==> src/rtl/mem_arb_pkg.sv <==
// Shared types and constants for the unified-memory port arbiter.
package mem_arb_pkg;

    localparam int ARB_ADDR_W = 12;
    localparam int ARB_DATA_W = 32;

    // Instruction fetches are always full-word accesses.
    localparam logic [2:0] FETCH_FUNCT3 = 3'b010;

    typedef enum logic [1:0] {
        ARB_IDLE,
        ARB_WAIT,
        ARB_DONE
    } arb_state_e;

    typedef enum logic {
        OWN_IF,
        OWN_DM
    } owner_e;

    // Command latched at grant time and presented to the memory macro.
    typedef struct packed {
        logic [ARB_ADDR_W-1:0] addr;
        logic                  we;
        logic [ARB_DATA_W-1:0] wdata;
        logic [2:0]            funct3;
    } mem_cmd_t;

endpackage

==> src/rtl/mem_lat_counter.sv <==
// Loadable down-counter that times the fixed memory latency.
// expired_o is high whenever the count has reached zero.
module mem_lat_counter #(
    parameter int W = 2
) (
    input  logic         clk_i,
    input  logic         rst_ni,
    input  logic         load_i,
    input  logic [W-1:0] load_val_i,
    input  logic         en_i,
    output logic         expired_o
);

    logic [W-1:0] cnt_q, cnt_d;

    // Next count: load has priority, otherwise count down to zero and stop.
    always_comb begin
        // NOTE: assign a default before any branch so no path leaves cnt_d unassigned (which would infer a latch).
        cnt_d = cnt_q;
        if (load_i) begin
            cnt_d = load_val_i;
        end else if (en_i && cnt_q != '0) begin
            cnt_d = cnt_q - W'(1);
        end
    end

    // Count register.
    always_ff @(posedge clk_i or negedge rst_ni) begin
        // NOTE: non-blocking assignments so every flop samples pre-edge values, independent of block ordering.
        if (!rst_ni) begin
            cnt_q <= '0;
        end else begin
            cnt_q <= cnt_d;
        end
    end

    assign expired_o = (cnt_q == '0);

endmodule

==> src/rtl/mem_port_arbiter.sv <==
// Shares one single-port fixed-latency memory between instruction fetch (IF)
// and load/store (DM). DM wins arbitration unless IF has been starved for
// STARVE_MAX consecutive DM grants. Optional performance counters are built
// when the macro MEM_ARB_PERF_EN is defined.
module mem_port_arbiter
    import mem_arb_pkg::*;
#(
    parameter int ADDR_W     = ARB_ADDR_W,
    parameter int DATA_W     = ARB_DATA_W,
    parameter int MEM_LAT    = 2,
    parameter int STARVE_MAX = 4
) (
    input  logic              clk_i,
    input  logic              rst_ni,
    input  logic              if_req_i,
    input  logic [ADDR_W-1:0] if_addr_i,
    input  logic              if_flush_i,
    output logic [DATA_W-1:0] if_rdata_o,
    output logic              if_valid_o,
    input  logic              dm_req_i,
    input  logic              dm_we_i,
    input  logic [2:0]        dm_funct3_i,
    input  logic [ADDR_W-1:0] dm_addr_i,
    input  logic [DATA_W-1:0] dm_wdata_i,
    output logic [DATA_W-1:0] dm_rdata_o,
    output logic              dm_valid_o,
    output logic              mem_req_o,
    output logic              mem_we_o,
    output logic [ADDR_W-1:0] mem_addr_o,
    output logic [DATA_W-1:0] mem_wdata_o,
    output logic [2:0]        mem_funct3_o,
    input  logic [DATA_W-1:0] mem_rdata_i,
`ifdef MEM_ARB_PERF_EN
    output logic [31:0]       perf_if_cnt_o,
    output logic [31:0]       perf_dm_cnt_o,
    output logic [31:0]       perf_stall_cnt_o,
`endif
    output logic              stall_if_o,
    output logic              stall_mem_o
);

    localparam int CNT_W    = $clog2(MEM_LAT + 1);
    localparam int STARVE_W = $clog2(STARVE_MAX + 1);

    arb_state_e          state_q, state_d;
    owner_e              owner_q, owner_d;
    mem_cmd_t            cmd_q, cmd_d;
    logic                mem_req_q, mem_req_d;
    logic                mem_we_q, mem_we_d;
    logic                flush_q, flush_d;
    logic [STARVE_W-1:0] starve_q, starve_d;
    logic                if_valid_q, if_valid_d;
    logic                dm_valid_q, dm_valid_d;
    logic [DATA_W-1:0]   if_rdata_q, if_rdata_d;
    logic [DATA_W-1:0]   dm_rdata_q, dm_rdata_d;
    logic                grant_if, grant_dm;
    logic                cnt_load, cnt_expired;

    mem_lat_counter #(.W(CNT_W)) u_lat_cnt (
        .clk_i      (clk_i),
        .rst_ni     (rst_ni),
        .load_i     (cnt_load),
        .load_val_i (CNT_W'(MEM_LAT)),
        .en_i       (state_q == ARB_WAIT),
        .expired_o  (cnt_expired)
    );

    // Arbitration, transaction sequencing and response capture.
    always_comb begin
        state_d    = state_q;
        owner_d    = owner_q;
        cmd_d      = cmd_q;
        mem_req_d  = 1'b0;
        mem_we_d   = 1'b0;
        flush_d    = flush_q;
        starve_d   = if_req_i ? starve_q : '0;
        if_valid_d = 1'b0;
        dm_valid_d = 1'b0;
        if_rdata_d = if_rdata_q;
        dm_rdata_d = dm_rdata_q;
        grant_if   = 1'b0;
        grant_dm   = 1'b0;
        cnt_load   = 1'b0;

        case (state_q)
            ARB_IDLE: begin
                flush_d = 1'b0;
                if (dm_req_i && !(if_req_i && starve_q == STARVE_W'(STARVE_MAX))) begin
                    grant_dm = 1'b1;
                end else if (if_req_i) begin
                    grant_if = 1'b1;
                end

                if (grant_dm) begin
                    owner_d = OWN_DM;
                    cmd_d   = '{addr: dm_addr_i, we: dm_we_i, wdata: dm_wdata_i, funct3: dm_funct3_i};
                    if (if_req_i && starve_q != STARVE_W'(STARVE_MAX)) begin
                        starve_d = starve_q + STARVE_W'(1);
                    end
                end else if (grant_if) begin
                    owner_d  = OWN_IF;
                    cmd_d    = '{addr: if_addr_i, we: 1'b0, wdata: '0, funct3: FETCH_FUNCT3};
                    starve_d = '0;
                end

                if (grant_dm || grant_if) begin
                    mem_req_d = 1'b1;
                    mem_we_d  = cmd_d.we;
                    cnt_load  = 1'b1;
                    state_d   = ARB_WAIT;
                end
            end

            ARB_WAIT: begin
                if (owner_q == OWN_IF && if_flush_i) begin
                    flush_d = 1'b1;
                end
                if (cnt_expired) begin
                    state_d = ARB_DONE;
                    if (owner_q == OWN_IF) begin
                        // A flushed fetch is dropped entirely.
                        if (!(flush_q || if_flush_i)) begin
                            if_valid_d = 1'b1;
                            if_rdata_d = mem_rdata_i;
                        end
                    end else begin
                        dm_valid_d = 1'b1;
                        dm_rdata_d = cmd_q.we ? '0 : mem_rdata_i;
                    end
                end
            end

            ARB_DONE: begin
                state_d = ARB_IDLE;
            end

            default: begin
                state_d = ARB_IDLE;
            end
        endcase
    end

    // State and registered outputs.
    always_ff @(posedge clk_i or negedge rst_ni) begin
        if (!rst_ni) begin
            state_q    <= ARB_IDLE;
            owner_q    <= OWN_IF;
            cmd_q      <= '0;
            mem_req_q  <= 1'b0;
            mem_we_q   <= 1'b0;
            flush_q    <= 1'b0;
            starve_q   <= '0;
            if_valid_q <= 1'b0;
            dm_valid_q <= 1'b0;
            if_rdata_q <= '0;
            dm_rdata_q <= '0;
        end else begin
            state_q    <= state_d;
            owner_q    <= owner_d;
            cmd_q      <= cmd_d;
            mem_req_q  <= mem_req_d;
            mem_we_q   <= mem_we_d;
            flush_q    <= flush_d;
            starve_q   <= starve_d;
            if_valid_q <= if_valid_d;
            dm_valid_q <= dm_valid_d;
            if_rdata_q <= if_rdata_d;
            dm_rdata_q <= dm_rdata_d;
        end
    end

    assign mem_req_o    = mem_req_q;
    assign mem_we_o     = mem_we_q;
    assign mem_addr_o   = cmd_q.addr;
    assign mem_wdata_o  = cmd_q.wdata;
    assign mem_funct3_o = cmd_q.funct3;
    assign if_rdata_o   = if_rdata_q;
    assign dm_rdata_o   = dm_rdata_q;
    assign dm_valid_o   = dm_valid_q;
    // A flush arriving in the DONE cycle still suppresses the pulse.
    assign if_valid_o   = if_valid_q & ~if_flush_i;
    assign stall_if_o   = if_req_i & ~if_valid_o;
    assign stall_mem_o  = dm_req_i & ~dm_valid_o;

`ifdef MEM_ARB_PERF_EN
    logic [31:0] perf_if_q, perf_dm_q, perf_stall_q;

    // Saturating grant and stall-cycle counters.
    always_ff @(posedge clk_i or negedge rst_ni) begin
        if (!rst_ni) begin
            perf_if_q    <= '0;
            perf_dm_q    <= '0;
            perf_stall_q <= '0;
        end else begin
            if (grant_if && perf_if_q != '1) begin
                perf_if_q <= perf_if_q + 32'd1;
            end
            if (grant_dm && perf_dm_q != '1) begin
                perf_dm_q <= perf_dm_q + 32'd1;
            end
            if ((stall_if_o || stall_mem_o) && perf_stall_q != '1) begin
                perf_stall_q <= perf_stall_q + 32'd1;
            end
        end
    end

    assign perf_if_cnt_o    = perf_if_q;
    assign perf_dm_cnt_o    = perf_dm_q;
    assign perf_stall_cnt_o = perf_stall_q;
`endif

endmodule

==> config.mk <==
export PLATFORM = sky130hd
export DESIGN_NAME = mem_port_arbiter
export DESIGN_NICKNAME = d
export VERILOG_FILES = /design/src/rtl/mem_arb_pkg.sv /design/src/rtl/mem_lat_counter.sv /design/src/rtl/mem_port_arbiter.sv
export SDC_FILE = /design/constraint.sdc
export NUM_CORES = 1
export LEC_CHECK = 0
export ABC_AREA = 0
export ABC_CLOCK_PERIOD_IN_PS = 2400
export BUFFER_PORTS_ARGS = -buffer_cell sky130_fd_sc_hd__buf_2
export CAP_MARGIN = 20
export CORE_UTILIZATION = 49
export CTS_CLUSTER_DIAMETER = 150
export DETAILED_ROUTE_END_ITERATION = 10
export PLACE_DENSITY_LB_ADDON = 0.25
export SETUP_SLACK_MARGIN = 0.2
export SYNTH_ARGS = -nofsm -noshare
export SYNTH_HDL_FRONTEND = slang
export SYNTH_SLANG_ARGS = --single-unit
==> constraint.sdc <==
create_clock -name clk_i -period 2.4 [get_ports clk_i]
set_input_delay 0.12 -clock clk_i [delete_from_list [all_inputs] [get_ports clk_i]]
set_output_delay 0.12 -clock clk_i [all_outputs]
set_load 0.02 [all_outputs]
==> results of run 1 <==
[layout make-up]
cell class	instances	area, um2
flip-flops and latches	125	3130
fillers	760	3030
repair buffers	315	2100
multi-input cells	228	1740
clock buffers	18	418
well taps	140	175
clock inverters	14	170
inverters	9	33.8
[where the power goes]
group	total, mW	switching (mW)	internal (mW)
sequential	3.64	0.585	3.05
clock	2.51	0.929	1.58
combinational	4.19	2.39	1.80
[flip-flops by register name, summed over array words and instances (netlist names)]
name / cells
dm_rdata_o: 32
if_rdata_o: 32
mem_wdata_o: 32
mem_addr_o: 12
mem_funct3_o: 3
starve_q: 3
state_q: 2
u_lat_cnt.cnt_q: 2
cmd_q: 1
dm_valid_o: 1
flush_q: 1
if_valid_q: 1
mem_req_o: 1
mem_we_o: 1
owner_q: 1
[stage by stage]
| stage | hold WS [ns] | util [%] |
|---|---|---|
| 4_1_cts | 0.00671 | 71.9 |
| 2_1_floorplan | -0.176 | - |
| 3_5_place_dp | 0.194 | 57.7 |
| 6_report | 0.0222 | 71.9 |
| 3_3_place_gp | 0.175 | 57.7 |
| 5_1_grt | 0.0620 | 71.9 |
[synthesized netlist by cell type]
cell type  count
and3b_1        1
nand4b_1       1
o211ai_1       1
nor3b_1        2
inv_1          9
xnor2_1        1
nor2_1         4
nand3_1        4
buf_12         3
or2_2          1
nand2b_1      32
a31oi_1        1
ha_1           3
buf_1          1
or4_1          1
or3b_2         1
buf_2          5
clkbuf_1      16
buf_4         48
o21ai_0       36
mux2_4        29
a221o_1       11
a21boi_0      15
nor4b_1        1
a2bb2oi_1      1
buf_6          1
nand2_1       35
mux2_2         3
and3_1         1
nand3b_1       2
dfrtp_1      125
a22o_1        35
a21o_1         1
and2_1         1
a21oi_1        1
nor2b_1        3
[worst max-delay path, delay by kind of cell, from the launching register on]
kind	cells	cell delay, ns
multiplexers	1	0.32
buffers and inverters	2	0.32
AND/OR/NAND/NOR	2	0.69
adder cells (fa/ha/maj)	1	0.21
flip-flops	1	0.37
[layout by cell type, fill, tap and decap left out, types with 2 or more instances in the layout]
| master | count |
|---|---|
| a22o_1 | 35 |
| dlygate4sd3_1 | 95 |
| ha_1 | 3 |
| nand3_1 | 4 |
| o21ai_0 | 36 |
| inv_1 | 9 |
| dfrtp_1 | 125 |
| buf_12 | 2 |
| nand2b_1 | 32 |
| nand3b_1 | 2 |
| nor2b_1 | 3 |
| mux2_2 | 3 |
| clkinv_4 | 3 |
| nand2_1 | 35 |
| a221o_1 | 11 |
| nor2_1 | 4 |
| mux2_4 | 29 |
| clkbuf_16 | 16 |
| clkinv_2 | 3 |
| nor3b_1 | 2 |
| bufinv_16 | 3 |
| buf_4 | 5 |
| buf_2 | 212 |
| clkinvlp_4 | 4 |
| a21boi_0 | 15 |
[worst min-delay path by stage]
stage / cells past startpoint / to / slack [ns]
floorplan: 0 / cmd_q[35] / -0.18
global placement: 1 / dm_rdata_o[24] / 0.18
detailed placement: 1 / dm_rdata_o[26] / 0.19
CTS: 4 / flush_q / 0.007
global route: 4 / flush_q / 0.06
finish: 4 / flush_q / 0.02
[layer usage]
metal	vias up	wire length [um]	GRT usage [%]
met2	179	6480	39.8
met3	15	924	7.54
met4	0	167	8.61
met1	2045	5820	30.8
li1	1993	-	-
met5	-	0	0
[logic make-up after synthesis]
logic type,synth area share (%)
muxes,8.66
buffers and inverters,10.2
AOI/OAI and AO/OA,13.7
DFF,57.7
and+or+nand+nor,8.80
adders and majority gates,0.693
xor gates and xnor gates,0.162
[repair_timing]
action,4_1_cts,5_1_grt
setup endpoints to repair,0,1
hold buffers,95,0
gates resized for setup,0,1
hold endpoints to repair,164,0
==> summary.md, run 1 <==
| Metric | Value |
|---|---|
| Proportion of netlist area held by the largest area contributor | `57.7%` |
| Worst-Skew Late Latency | `approximately 0.51 ns` |
| Root buffer cell | `clkbuf_8` |
| Crit path kind | `reg -> reg` |
| Critical Path End | `if_rdata_o[7]` |
| Initial antenna violation count | `0` |
| Gpl congestion | `0.730` |
| Power per cell area | `1330 nW/um2` |
| CTS Sinks | `~130` |
| CP startpoint | `u_lat_cnt.cnt_q[0]` |
| Sequential share of the synthesized area | `between 50 and 60%` |
| Post-Syn Nets | `around 540` |
| Total chip power | `10.3 mW` |
| Run status | `complete, no violations` |
| Mean routed wirelength per cell | `15.8 um` |
| Pleak | `4.06 nW` |
| Via count | `4232` |
| CP endpoint kind | `register` |
| Reg clk slew, reported paths | `0.06 ns` |
| H-tree Lvls | `4` |
| Dpl ws | `around 0.38 ns` |
| Period minus WS final | `2.05 ns` |
| Total Routing Usage GR | `approximately a quarter` |
| Area leader, netlist | `dfrtp_1` |
| Rel. slew slack | `39.5%` |
| Drt total wl | `13400 um` |
| Post-Syn Area | `5420 um2` |
| Number of synthesis warnings | `0` |
| DRC | `0` |
| Post-DP HPWL | `a little under 8000 um` |
| Vias per cell | `4.98` |
| Largest net degree at the start of global routing | `66` |
| Die Width | `107 um` |
| Area growth syn-to-layout | `43.3%` |
| Critical path arrival | `2.44 ns` |
| TritonCTS Buffers | `17` |
| Maximum vdd drop | `865 uV` |
| Initial core utilization | `between 50% and 60%` |
| Vias in the first global route | `4263` |
| # diodes | `0` |
| Clock skew | `0.0118 ns` |
| CTS tree | `done` |
| R2r startpoint | `u_lat_cnt.cnt_q[0]` |
| TNS Setup | `0 ns` |
| First-pass GRT wire length | `21500 um` |
| Crit path largest cell delay | `a little under 0.6 ns` |
| Worst reg2reg endpoint | `if_rdata_o[7]` |
| Cell count after synthesis | `436` |
| Synth cell types | `36` |
| CP Launch Type | `register` |
| ANT nets after route | `0` |
| Post-Syn Area per Cell | `12.4 um2` |
| Worst slew pin tran | `0.907 ns` |
| Post-CTS setup buffer count | `0` |
| Final instance area | `7760 um2` |
| # rows | `38` |
| Reg2Reg Depth | `6` |
| Inst Count DP | `722` |
| Fin crit share | `about 85%` |
| Synth Register Bits | `125` |
| Placement Cell Area | `6220 um2` |
| I/O pins | `214` |
| Hold Crit Start | `if_flush_i` |
| Fin nets | `~800` |
| Worst path slowest cell | `or4_2` |
| Die height | `~110 um` |
| Synth area leaders | `dfrtp_1, mux2_4, buf_4` |
| DIE AREA | `11500 um2` |
| FMAX | `488 MHz` |
| Hold Crit Class | `in -> reg` |
| R2R Setup Slk | `0.35 ns` |
| Share of cells above drive strength 1 | `40.5%` |
| GRT overflow | `0` |
| Non-filler cells, final | `849` |
| CTS max path bufs | `2` |
| Final worst slack | `between 0.3 and 0.4 ns` |
| Critical path fanouts, max | `33` |
| Hold violation count in the final report | `0` |
| Drt pass-1 iters | `4` |
| Core Box Area | `10800 um2` |
| Setup Viol. Count Final | `0` |
| Max-Cap Viols | `0` |
| Critical path required time | `2.79 ns` |
| Initial DRC count | `218` |
| Cell breakdown of the critical path | `inv_1 > ha_1 > nand3b_1 > or4_2 > buf_12 > mux2_4` |
| PortBufs | `213` |
| Final Max Tran Viols | `0` |
| RSZ-0062 raised after global routing | `false` |
Note: power is estimated with default switching activity, not from simulation.
==> run 2: changes to the inputs <==
--- a/config.mk
+++ b/config.mk
@@ -9,7 +9,7 @@
 export ABC_CLOCK_PERIOD_IN_PS = 2400
 export BUFFER_PORTS_ARGS = -buffer_cell sky130_fd_sc_hd__buf_2
 export CAP_MARGIN = 20
-export CORE_UTILIZATION = 49
+export CORE_UTILIZATION = 40
 export CTS_CLUSTER_DIAMETER = 150
 export DETAILED_ROUTE_END_ITERATION = 10
 export PLACE_DENSITY_LB_ADDON = 0.25
==> run 2 against run 1 <==
Compared with the run above: setup slack better by 0.038 ns; register-to-register slack better by 0.04 ns; power down 1.9%; sequential power decreased by 1%; die area grew 22%; largest cell class unchanged; largest power group unchanged; highest routed layer unchanged.
==> summary.md, run 2 (synthesis results as in run 1) <==
| Metric | Value |
|---|---|
| Vias in the first global route | `4361 (+2.3%)` |
| Critical path fanouts, max | `33 (unchanged)` |
| Final Max Tran Viols | `0 (unchanged)` |
| Core Box Area | `13200 um2 (+23%)` |
| Pleak | `4.04 nW (-0.65%)` |
| Worst-Skew Late Latency | `0.41 ns (-0.10 ns)` |
| Critical path arrival | `2.30 ns (-0.14 ns)` |
| Die height | `118 um (+10%)` |
| Commonest cells after routing, fill and taps aside | `buf_2, dfrtp_1, dlygate4sd3_1` |
| Initial antenna violation count | `0 (unchanged)` |
| Final worst slack | `0.388 ns (+0.0379 ns)` |
| Clock skew | `0.00891 ns (-0.00291 ns)` |
| Worst slew pin tran | `0.560 ns (-0.347 ns)` |
| Via count | `4216 (-0.38%)` |
| Final instance area | `7740 um2 (-0.35%)` |
| Setup Viol. Count Final | `0 (unchanged)` |
| # fillers | `1092 (+44%)` |
| Cell Int Power | `6.33 mW (-1.6%)` |
| First-pass GRT wire length | `21600 um (+0.35%)` |
| H-tree Lvls | `4 (unchanged)` |
| Vias per cell | `4.79 (-4.0%)` |
| Largest net degree at the start of global routing | `66 (unchanged)` |
| CTS Sinks | `125 (unchanged)` |
| DRC | `0 (unchanged)` |
| Total Routing Usage GR | `19.6% (-4.9 points)` |
| CTS tree | `done` |
| PortBufs | `213 (unchanged)` |
| Most common cell after layout, fill and taps aside | `buf_2` |
| Reg clk slew, reported paths | `0.05 ns (about the same)` |
| # rows | `42 (+11%)` |
| Period minus WS final | `2.01 ns (-0.0379 ns)` |
| Final core occ | `58.4% (-14 points)` |
| Switching share of total power | `37.6% (-0.20 points)` |
| Rel. slew slack | `62.6% (+23 points)` |
| Switching pwr | `3.81 mW (-2.4%)` |
| Drt total wl | `13000 um (-2.8%)` |
| Initial DRC count | `230 (+5.5%)` |
| ANT nets after route | `0 (unchanged)` |
| TritonCTS Buffers | `17 (unchanged)` |
| Maximum vdd drop | `700 uV (-19%)` |
| CP Launch Type | `register` |
| Max-Cap Viols | `0 (unchanged)` |
| TNS Setup | `0 ns (unchanged)` |
| Hold violation count in the final report | `0 (unchanged)` |
| I/O pins | `214 (unchanged)` |
| Share of cells above drive strength 1 | `40.3% (-0.20 points)` |
| CTS max path bufs | `2 (unchanged)` |
| Initial core utilization | `40.9% (-9.3 points)` |
| # diodes | `0 (unchanged)` |
| FMAX | `497 MHz (+1.9%)` |
| Area growth syn-to-layout | `42.8%` |
| Die Width | `118 um (+10%)` |
| GRT overflow | `0 (unchanged)` |
| CP endpoint kind | `register` |
| Mean routed wirelength per cell | `14.8 um (-6.3%)` |
| Dpl ws | `0.408 ns (+0.0249 ns)` |
| Hold Crit Class | `in -> reg` |
| Logic gate share of total power | `41.3% (+0.8 points)` |
| Sequential share of power | `35.4% (+0.2 points)` |
| Crit path kind | `reg -> reg` |
| Clock network fraction of total power | `23.2% (-1.1 points)` |
| RSZ-0062 raised after global routing | `false` |
| Fin crit share | `83.8% (-1.6 points)` |
| Run status | `complete, no violations` |
| Critical path required time | `2.69 ns (-0.10 ns)` |
| Root buffer cell | `clkbuf_16` |
| DIE AREA | `14000 um2 (+22%)` |
| Register area | `3130 um2 (unchanged)` |
| Area of the multi-input gates | `1740 um2 (unchanged)` |
| PostCTS Resize Cnt | `0 (unchanged)` |
| Gpl congestion | `0.772 (+5.8%)` |
| Fin nets | `794 (-0.25%)` |
| Post-DP HPWL | `7900 um (-0.70%)` |
| Power per cell area | `1310 nW/um2 (-1.5%)` |
| Drt pass-1 iters | `4 (unchanged)` |
| Placement Cell Area | `6280 um2 (+0.97%)` |
run 2: worst max-delay path, stage by stage, from the launching register on:
cell and delay [ns]:
dfrtp_1 0.36, inv_1 0.09, ha_1 0.19, nand3b_1 0.09
or4_2 0.59, buf_12 0.23, mux2_4 0.33
run 2: worst paths after layout:
| path | from | to | slack, ns | cells after the start |
|---|---|---|---|---|
| setup / recovery | u_lat_cnt.cnt_q[0] | if_rdata_o[8] | 0.39 | 6 |
| hold / removal | if_req_i | starve_q[1] | 0.02 | 2 |
| setup reg to reg | u_lat_cnt.cnt_q[0] | if_rdata_o[8] | 0.39 | 6 |
| hold reg to reg | dm_rdata_o[2] | dm_rdata_o[2] | 0.47 | 2 |
| max in group asynchronous | rst_ni | cmd_q[35] | 1.42 | 3 |
| min in group asynchronous | rst_ni | if_rdata_o[30] | 0.19 | 2 |
run 2: metrics by stage:
| step | power [mW] | std cells | hold WS, ns |
|---|---|---|---|
| floorplan | 6.74 | 436 | -0.176 |
| global placement | 7.57 | 760 | 0.0748 |
| detailed placement | 7.66 | 760 | 0.0781 |
| CTS | 10.2 | 881 | 0.00660 |
| global route | 10.7 | 881 | 0.0105 |
| finish | 10.1 | 881 | 0.0242 |
run 2: what timing repair did:
item / 4_1_cts / 5_1_grt
setup buffers: 0 / 0
hold endpoints to repair: 141 / 0
hold buffers: 91 / 0
run 2: final cells by class:
cell class / count / share of cell area (%)
Clock buffer: 24 / 6.23
Clock inverter: 6 / 0.809
Timing Repair Buffer: 313 / 26.8
Tap cell: 176 / 2.85
Sequential cell: 125 / 40.4
Multi-Input combinational cell: 228 / 22.5
Inverter: 9 / 0.437
run 2: metal layers:
layer	up-vias	share of wire (%)	wire length (um)	GRT usage, %
li1	1978	-	-	-
met1	2051	45	5870	24.6
met2	170	47	6090	31.6
met3	17	6.4	839	5.74
met4	0	1.7	223	8.23
met5	-	0	0	0
run 2: power groups by stage:
stage                     Sequential, mW  Combinational, mW  Clock [mW]
after detailed placement            3.57               4.09           0
after global routing                3.71               4.52        2.50
after global placement              3.58               3.99           0
after floorplan                     4.16               2.58           0
after CTS                           3.58               4.19        2.42
final                               3.59               4.19        2.35
